## src/rtl/cpu_pkg.sv

```systemverilog
// Shared core definitions: register-file geometry defaults, the zero-register
// index and the pend_cnt step helper used by the scoreboard.
package cpu_pkg;

  localparam int DATA_W_DEF = 32;
  localparam int ADDR_W_DEF = 5;
  localparam int NUM_RD_DEF = 2;
  localparam int REG_ZERO   = 0;

  typedef enum logic [1:0] {
    CNT_HOLD = 2'd0,
    CNT_INC  = 2'd1,
    CNT_DEC  = 2'd2
  } cnt_op_e;

  // A rising and a falling pending bit in the same cycle cancel out.
  function automatic cnt_op_e cnt_step(input logic rise, input logic fall);
    case ({rise, fall})
      2'b10:   return CNT_INC;
      2'b01:   return CNT_DEC;
      default: return CNT_HOLD;
    endcase
  endfunction

endpackage

```

## src/rtl/regfile_scoreboard.sv

```systemverilog
// Per-register pending bits, pend_cnt and issue acceptance for regfile_sb.
// REGFILE_BYPASS_EN also accepts an issue whose target is written back this cycle.
module regfile_scoreboard
  import cpu_pkg::*;
#(
  parameter int ADDR_W = ADDR_W_DEF
) (
  input  logic                   clk,
  input  logic                   rst_n,
  input  logic                   we,
  input  logic [ADDR_W-1:0]      waddr,
  input  logic                   iss_valid,
  input  logic [ADDR_W-1:0]      iss_addr,
  output logic                   iss_ready,
  output logic [2**ADDR_W-1:0]   pending,
  output logic [ADDR_W:0]        pend_cnt
);

  localparam logic [ADDR_W-1:0] ZERO_IDX = ADDR_W'(REG_ZERO);

  logic [2**ADDR_W-1:0] pending_q;
  logic [2**ADDR_W-1:0] pending_d;
  logic [ADDR_W:0]      pend_cnt_q;
  logic                 wb_hit;
  logic                 iss_nz;
  logic                 wb_byp;
  logic                 do_set;
  logic                 rise;
  logic                 fall;

  assign wb_hit = we && (waddr != ZERO_IDX);
  assign iss_nz = iss_addr != ZERO_IDX;

`ifdef REGFILE_BYPASS_EN
  assign wb_byp = wb_hit && (waddr == iss_addr);
`else
  assign wb_byp = 1'b0;
`endif

  // No path from iss_valid into iss_ready.
  assign iss_ready = !iss_nz || !pending_q[iss_addr] || wb_byp;
  assign do_set    = iss_valid && iss_ready && iss_nz;

  // Set is applied after clear so that a coinciding issue wins.
  always_comb begin
    // NOTE: every always_comb target gets a default first, otherwise a latch is inferred.
    pending_d = pending_q;
    if (wb_hit) pending_d[waddr] = 1'b0;
    if (do_set) pending_d[iss_addr] = 1'b1;
    pending_d[REG_ZERO] = 1'b0;
  end

  assign rise = do_set && !pending_q[iss_addr];
  assign fall = wb_hit && pending_q[waddr] && !(do_set && (iss_addr == waddr));

  // NOTE: sequential state uses non-blocking assignments so all flops update together.
  always_ff @(posedge clk or negedge rst_n) begin
    if (!rst_n) begin
      pending_q  <= '0;
      pend_cnt_q <= '0;
    end else begin
      pending_q <= pending_d;
      case (cnt_step(rise, fall))
        CNT_INC: pend_cnt_q <= pend_cnt_q + 1'b1;
        CNT_DEC: pend_cnt_q <= pend_cnt_q - 1'b1;
        default: pend_cnt_q <= pend_cnt_q;
      endcase
    end
  end

  assign pending  = pending_q;
  assign pend_cnt = pend_cnt_q;

endmodule

```

## src/rtl/regfile_sb.sv

```systemverilog
// Multi-port register file with write-back scoreboard; register 0 reads as zero.
// Optional macro REGFILE_BYPASS_EN forwards the current write-back onto matching read ports.
module regfile_sb
  import cpu_pkg::*;
#(
  parameter int DATA_W = DATA_W_DEF,
  parameter int ADDR_W = ADDR_W_DEF,
  parameter int NUM_RD = NUM_RD_DEF
) (
  input  logic                     clk,
  input  logic                     rst_n,
  input  logic                     we,
  input  logic [ADDR_W-1:0]        waddr,
  input  logic [DATA_W-1:0]        wdata,
  input  logic [NUM_RD*ADDR_W-1:0] raddr,
  output logic [NUM_RD*DATA_W-1:0] rdata,
  output logic [NUM_RD-1:0]        rpend,
  input  logic                     iss_valid,
  input  logic [ADDR_W-1:0]        iss_addr,
  output logic                     iss_ready,
  output logic [ADDR_W:0]          pend_cnt
);

  localparam int                DEPTH    = 2**ADDR_W;
  localparam logic [ADDR_W-1:0] ZERO_IDX = ADDR_W'(REG_ZERO);

  logic [DATA_W-1:0] mem [DEPTH];
  logic [DEPTH-1:0]  pending;
  logic              wb_hit;

  assign wb_hit = we && (waddr != ZERO_IDX);

  // NOTE: the array sits on the async reset because a mid-run reset must clear every entry.
  always_ff @(posedge clk or negedge rst_n) begin
    if (!rst_n) begin
      for (int i = 0; i < DEPTH; i++) mem[i] <= '0;
    end else if (wb_hit) begin
      mem[waddr] <= wdata;
    end
  end

  regfile_scoreboard #(
    .ADDR_W (ADDR_W)
  ) u_sb (
    .clk       (clk),
    .rst_n     (rst_n),
    .we        (we),
    .waddr     (waddr),
    .iss_valid (iss_valid),
    .iss_addr  (iss_addr),
    .iss_ready (iss_ready),
    .pending   (pending),
    .pend_cnt  (pend_cnt)
  );

  for (genvar i = 0; i < NUM_RD; i++) begin : g_rd
    logic [ADDR_W-1:0] ra;
    logic [DATA_W-1:0] rd;
    logic              rp;

    assign ra = raddr[i*ADDR_W +: ADDR_W];

    always_comb begin
      rd = '0;
      rp = 1'b0;
      if (ra != ZERO_IDX) begin
        rd = mem[ra];
        rp = pending[ra];
`ifdef REGFILE_BYPASS_EN
        if (wb_hit && (waddr == ra)) begin
          rd = wdata;
          rp = 1'b0;
        end
`endif
      end
    end

    assign rdata[i*DATA_W +: DATA_W] = rd;
    assign rpend[i]                  = rp;
  end

endmodule

```

## config.mk

```make
export PLATFORM = sky130hd
export DESIGN_NAME = regfile_sb
export DESIGN_NICKNAME = d
export VERILOG_FILES = /design/src/rtl/cpu_pkg.sv /design/src/rtl/regfile_scoreboard.sv /design/src/rtl/regfile_sb.sv
export SDC_FILE = /design/constraint.sdc
export NUM_CORES = 2
export LEC_CHECK = 0
export BUFFER_PORTS_ARGS = -buffer_cell sky130_fd_sc_hd__buf_2
export CAP_MARGIN = 0
export CORE_MARGIN = 4
export CORE_UTILIZATION = 55
export DETAILED_ROUTE_END_ITERATION = 12
export PLACE_DENSITY = 0.71
export SYNTH_ARGS = -nofsm -noshare
export SYNTH_HDL_FRONTEND = slang
export SYNTH_SLANG_ARGS = --single-unit
```

## constraint.sdc

```tcl
create_clock -name clk -period 6.5 [get_ports clk]
set_input_delay 0.975 -clock clk [delete_from_list [all_inputs] [get_ports clk]]
set_output_delay 0.975 -clock clk [all_outputs]
set_load 0.01 [all_outputs]
```

==> metrics.txt <==
# TYPE chip_impl_metric gauge
chip_impl_metric{name="final_net_count",unit=""} 3527
chip_impl_metric{name="die_y",unit="µm"} 330.0
chip_impl_info{name="main_flop_type_after_synthesis",value="dfrtp_1"} 1
chip_impl_metric{name="core",unit="µm²"} 102300
chip_impl_metric{name="synth-warning-count",unit=""} 0
chip_impl_metric{name="grt_antenna_before_repair",unit=""} 6
chip_impl_metric{name="tritoncts.num_buffers",unit=""} 114
chip_impl_metric{name="finalCritPeriodShare",unit="%"} 76.94
chip_impl_metric{name="cts_setup_buffers",unit=""} 0
chip_impl_metric{name="finalWeightedCongestion",unit=""} 0.8454
chip_impl_metric{name="die_width",unit="µm"} 330.0
chip_impl_info{name="clockRootBuffer",value="clkbuf_16"} 1
chip_impl_metric{name="detail_route.vias_per_cell",unit=""} 7.022
chip_impl_info{name="crit_top_cell",value="buf_2"} 1
chip_impl_metric{name="clock_power_share",unit="%"} 34.4
chip_impl_metric{name="final_critical_delay_including_setup_and_external_delays",unit="ns"} 5.001
chip_impl_metric{name="ctsHoldBuffers",unit=""} 0
chip_impl_metric{name="vdd.ir_drop.worst",unit="V"} 0.0001918
chip_impl_metric{name="worst_clock_skew",unit="ns"} 0.005247
chip_impl_metric{name="initial_core_util",unit="%"} 55.73
chip_impl_metric{name="slew_headroom",unit="%"} 2.020
chip_impl_metric{name="routedWlPerCell",unit="µm"} 33.20
chip_impl_metric{name="design.portCount",unit=""} 129
chip_impl_metric{name="finalPower",unit="W"} 0.02001
chip_impl_metric{name="sum_of_overflow_across_all_layers_after_global_routing",unit=""} 0
chip_impl_metric{name="p_per_area",unit="nW/µm²"} 320.9
chip_impl_metric{name="drt_pre_antenna_iters",unit=""} 5
chip_impl_metric{name="initialDrtViolationCount",unit=""} 3230
chip_impl_metric{name="clk_pin_slew",unit="ns"} 0.06
chip_impl_metric{name="drive_above_1_share",unit="%"} 56.93
chip_impl_metric{name="wl",unit="mm"} 163.5
chip_impl_metric{name="p_comb_share",unit="%"} 21.4
chip_impl_metric{name="remaining_drc_errors",unit=""} 0
chip_impl_metric{name="timing.critical_path.arrival",unit="ns"} 4.03
chip_impl_info{name="yosys.area.top_type",value="dfrtp_1"} 1
chip_impl_metric{name="max-cap-violations",unit=""} 1
chip_impl_info{name="synth_top_cells_by_area",value="dfrtp_1 47%, mux4_2 23%, mux2_2 20%"} 1
chip_impl_metric{name="critical-path-max-stage-delay",unit="ns"} 1.28
chip_impl_info{name="grt_setup_unrepaired",value="no"} 1
chip_impl_metric{name="leakage",unit="nW"} 26.97
chip_impl_info{name="critical-path-top-delay-family",value="compound AO/OA/AOI/OAI gates"} 1
chip_impl_metric{name="place_hpwl",unit="mm"} 93.99
chip_impl_metric{name="groute.usage.overall",unit="%"} 30.70
chip_impl_metric{name="critical_path_cell_count",unit=""} 6
chip_impl_metric{name="core.rowCount",unit=""} 117
chip_impl_info{name="mostFrequentLayoutCell",value="dfrtp_1"} 1
chip_impl_metric{name="grt_start_max_net_pins",unit=""} 190
chip_impl_metric{name="max_clock_freq",unit="MHz"} 200.0
chip_impl_info{name="critical_path_class",value="primary input to output port"} 1
chip_impl_metric{name="clock_sinks",unit=""} 1060
chip_impl_metric{name="least_margin_pin_slew",unit="ns"} 1.433
chip_impl_info{name="violations_in_the_final_reports",value="capacitance limit"} 1
chip_impl_info{name="cp_slowest_cell",value="a2111oi_0"} 1
chip_impl_metric{name="clock_tree.buffer_depth",unit=""} 3
chip_impl_metric{name="synth_area",unit="µm²"} 57030
chip_impl_metric{name="yosysSeqAreaShare",unit="%"} 46.51
chip_impl_metric{name="h_tree_lvl_count",unit=""} 3
chip_impl_metric{name="number_of_synthesized_flops_with_an_enable_pin",unit=""} 0
chip_impl_metric{name="worst_ep_required_time",unit="ns"} 5.52
chip_impl_metric{name="area_of_the_die",unit="µm²"} 108900
chip_impl_info{name="final_cell_mix",value="1060 x dfrtp_1, 1004 x mux2_2, 589 x mux4_2"} 1
chip_impl_metric{name="areaGrowthSynthToFinish",unit="%"} 9.344
chip_impl_metric{name="synth_cell_type_count",unit=""} 57
chip_impl_metric{name="hold_viol",unit=""} 0
chip_impl_info{name="status",value="finished, violations left"} 1
chip_impl_info{name="startpoint_type",value="primary input"} 1
chip_impl_metric{name="clk-insertion-delay-late",unit="ns"} 0.69
chip_impl_metric{name="power.share.sequential",unit="%"} 44.2
chip_impl_info{name="cts_tree",value="built"} 1
chip_impl_metric{name="area_share_of_the_largest_cell_type_after_synthesis",unit="%"} 46.51
chip_impl_info{name="hold_path_class",value="primary input to asynchronous set/reset pin"} 1
chip_impl_metric{name="postSynthCellCount",unit=""} 3564
chip_impl_metric{name="postSynthAreaPerCell",unit="µm²"} 16.00
chip_impl_metric{name="placement.io_buffers",unit=""} 128
chip_impl_metric{name="cts_resizes",unit=""} 0
chip_impl_metric{name="grt_pass1_wl",unit="mm"} 247.3
chip_impl_metric{name="critical_path_peak_fanout",unit=""} 15
chip_impl_metric{name="switching_share_of_total_power",unit="%"} 26.82
chip_impl_metric{name="route.vias.total",unit=""} 34590
chip_impl_metric{name="syn_nets",unit=""} 3626
chip_impl_metric{name="asyncSetResetFlopFracSynth",unit="%"} 100.0
chip_impl_metric{name="worst-path-buf-inv",unit=""} 2
chip_impl_metric{name="finalSetupViolations",unit=""} 0
chip_impl_metric{name="postSynthRegisterBits",unit=""} 1060
chip_impl_info{name="worstPathCellList",value="buf_2 > mux4_2 > a22oi_1 > nand2_1 > a2111oi_0 > buf_2"} 1
chip_impl_metric{name="first_global_vias",unit=""} 37760
chip_impl_metric{name="power.switching",unit="W"} 0.005367
chip_impl_metric{name="setup_total_negative_slack",unit="ns"} 0
chip_impl_info{name="critical_path_endpoint_category",value="output port"} 1
chip_impl_metric{name="antenna_left",unit=""} 0
chip_impl_metric{name="internal_power",unit="W"} 0.01464
chip_impl_metric{name="report.final.slew_viol_count",unit=""} 0
chip_impl_metric{name="worst_r2r_path_depth",unit=""} 10
## metal layers
layer | GRT usage, % | wire length [µm] | part of all wire (%) | vias up
li1 | - | - | - | 13700
met1 | 41.37 | 64310 | 39 | 18970
met2 | 50.51 | 80700 | 49 | 1532
met3 | 6.115 | 12400 | 7.6 | 377
met4 | 10.74 | 6019 | 3.7 | 10
met5 | 0 | 67 | 0.041 | -
## sequential cells by signal, indices dropped and copies added, names as in the netlist
| register | count |
|---|---|
| mem | 1023 |
| u_sb.pending | 31 |
| u_sb.pend_cnt | 6 |
## worst reg2reg max path: stages, from the launching register on
cell      delay [ns]
dfrtp_1         0.42
mux4_2          0.48
a22oi_1         0.22
nand2_1         0.30
or4b_1          0.56
ha_1            0.32
ha_1            0.36
or4b_2          0.68
o311a_1         0.15
o311ai_0        0.13
xor2_1          0.19
## kinds of logic after synthesis
logic type	Yosys count	share of synthesized area, %
muxes	1740	46.18
DFF	1060	46.51
buffers and inverters	442	3.692
AOI/OAI and AO/OA	182	2.205
and+or+nand+nor	131	1.222
adders and majority gates	6	0.1448
xor gates and xnor gates	3	0.04608
## synth_stat cells (4+ instances only)
library cell	count
nor3b_1	5
ha_1	5
buf_2	144
buf_4	9
and2_1	4
mux4_1	18
a22o_1	7
clkbuf_1	205
nand2_1	51
a32o_1	6
and3_1	8
buf_6	23
mux4_2	589
o22ai_1	12
nor2b_1	8
nor2_1	13
o21ai_1	63
mux2_2	1004
o21ai_0	14
buf_1	36
nand2b_1	5
a2bb2oi_1	62
inv_1	21
nor3_1	5
and3b_1	5
a21oi_1	4
dfrtp_1	1060
mux2i_1	129
nand3_1	10
## final cells by class
type                            instances  area [µm²]
Antenna cell                            2       5.005
Clock buffer                          159        3326
Clock inverter                         47       664.4
Fill cell                            7301       39970
Inverter                               21       78.83
Multi-Input combinational cell       2062       28550
Sequential cell                      1060       26530
Tap cell                             1368        1712
Timing Repair Buffer                  206        1501
## final timing paths
kind                                        from                to  slack, ns
worst max-delay path                 iss_addr[0]         iss_ready       1.50
worst min-delay path                       rst_n          mem[925]       0.39
worst max register to register  u_sb.pending[19]  u_sb.pend_cnt[5]       2.61
worst min register to register         mem[1015]         mem[1015]       0.40
max in group asynchronous                  rst_n         mem[1007]       4.53
min in group clk                       mem[1015]         mem[1015]       0.40
## per-stage QoR
step / std cells / worst slack (ns) / utilization, % / hold slack, ns / cell area [µm²]
final: 4925 / 1.499 / 60.94 / 0.3939 / 62360
after global placement: 4717 / 1.533 / 57.04 / 0.3763 / 58360
after floorplan: 3564 / 2.166 / - / 0.4413 / 57030
after CTS: 4923 / 1.506 / 60.94 / 0.3919 / 62350
after detailed placement: 4717 / 1.514 / 57.04 / 0.3836 / 58360
after global routing: 4923 / 1.376 / 60.94 / 0.4115 / 62350
## power groups by stage
| stage | logic (W) | clock network, W | registers [W] |
|---|---|---|---|
| floorplan | 0.00332 | 0 | 0.00858 |
| global placement | 0.00414 | 0 | 0.00874 |
| detailed placement | 0.00429 | 0 | 0.00893 |
| CTS | 0.00430 | 0.00697 | 0.00882 |
| global route | 0.00458 | 0.00725 | 0.00901 |
| finish | 0.00428 | 0.00688 | 0.00885 |
No activity file was read; power rests on OpenSTA's default activity.
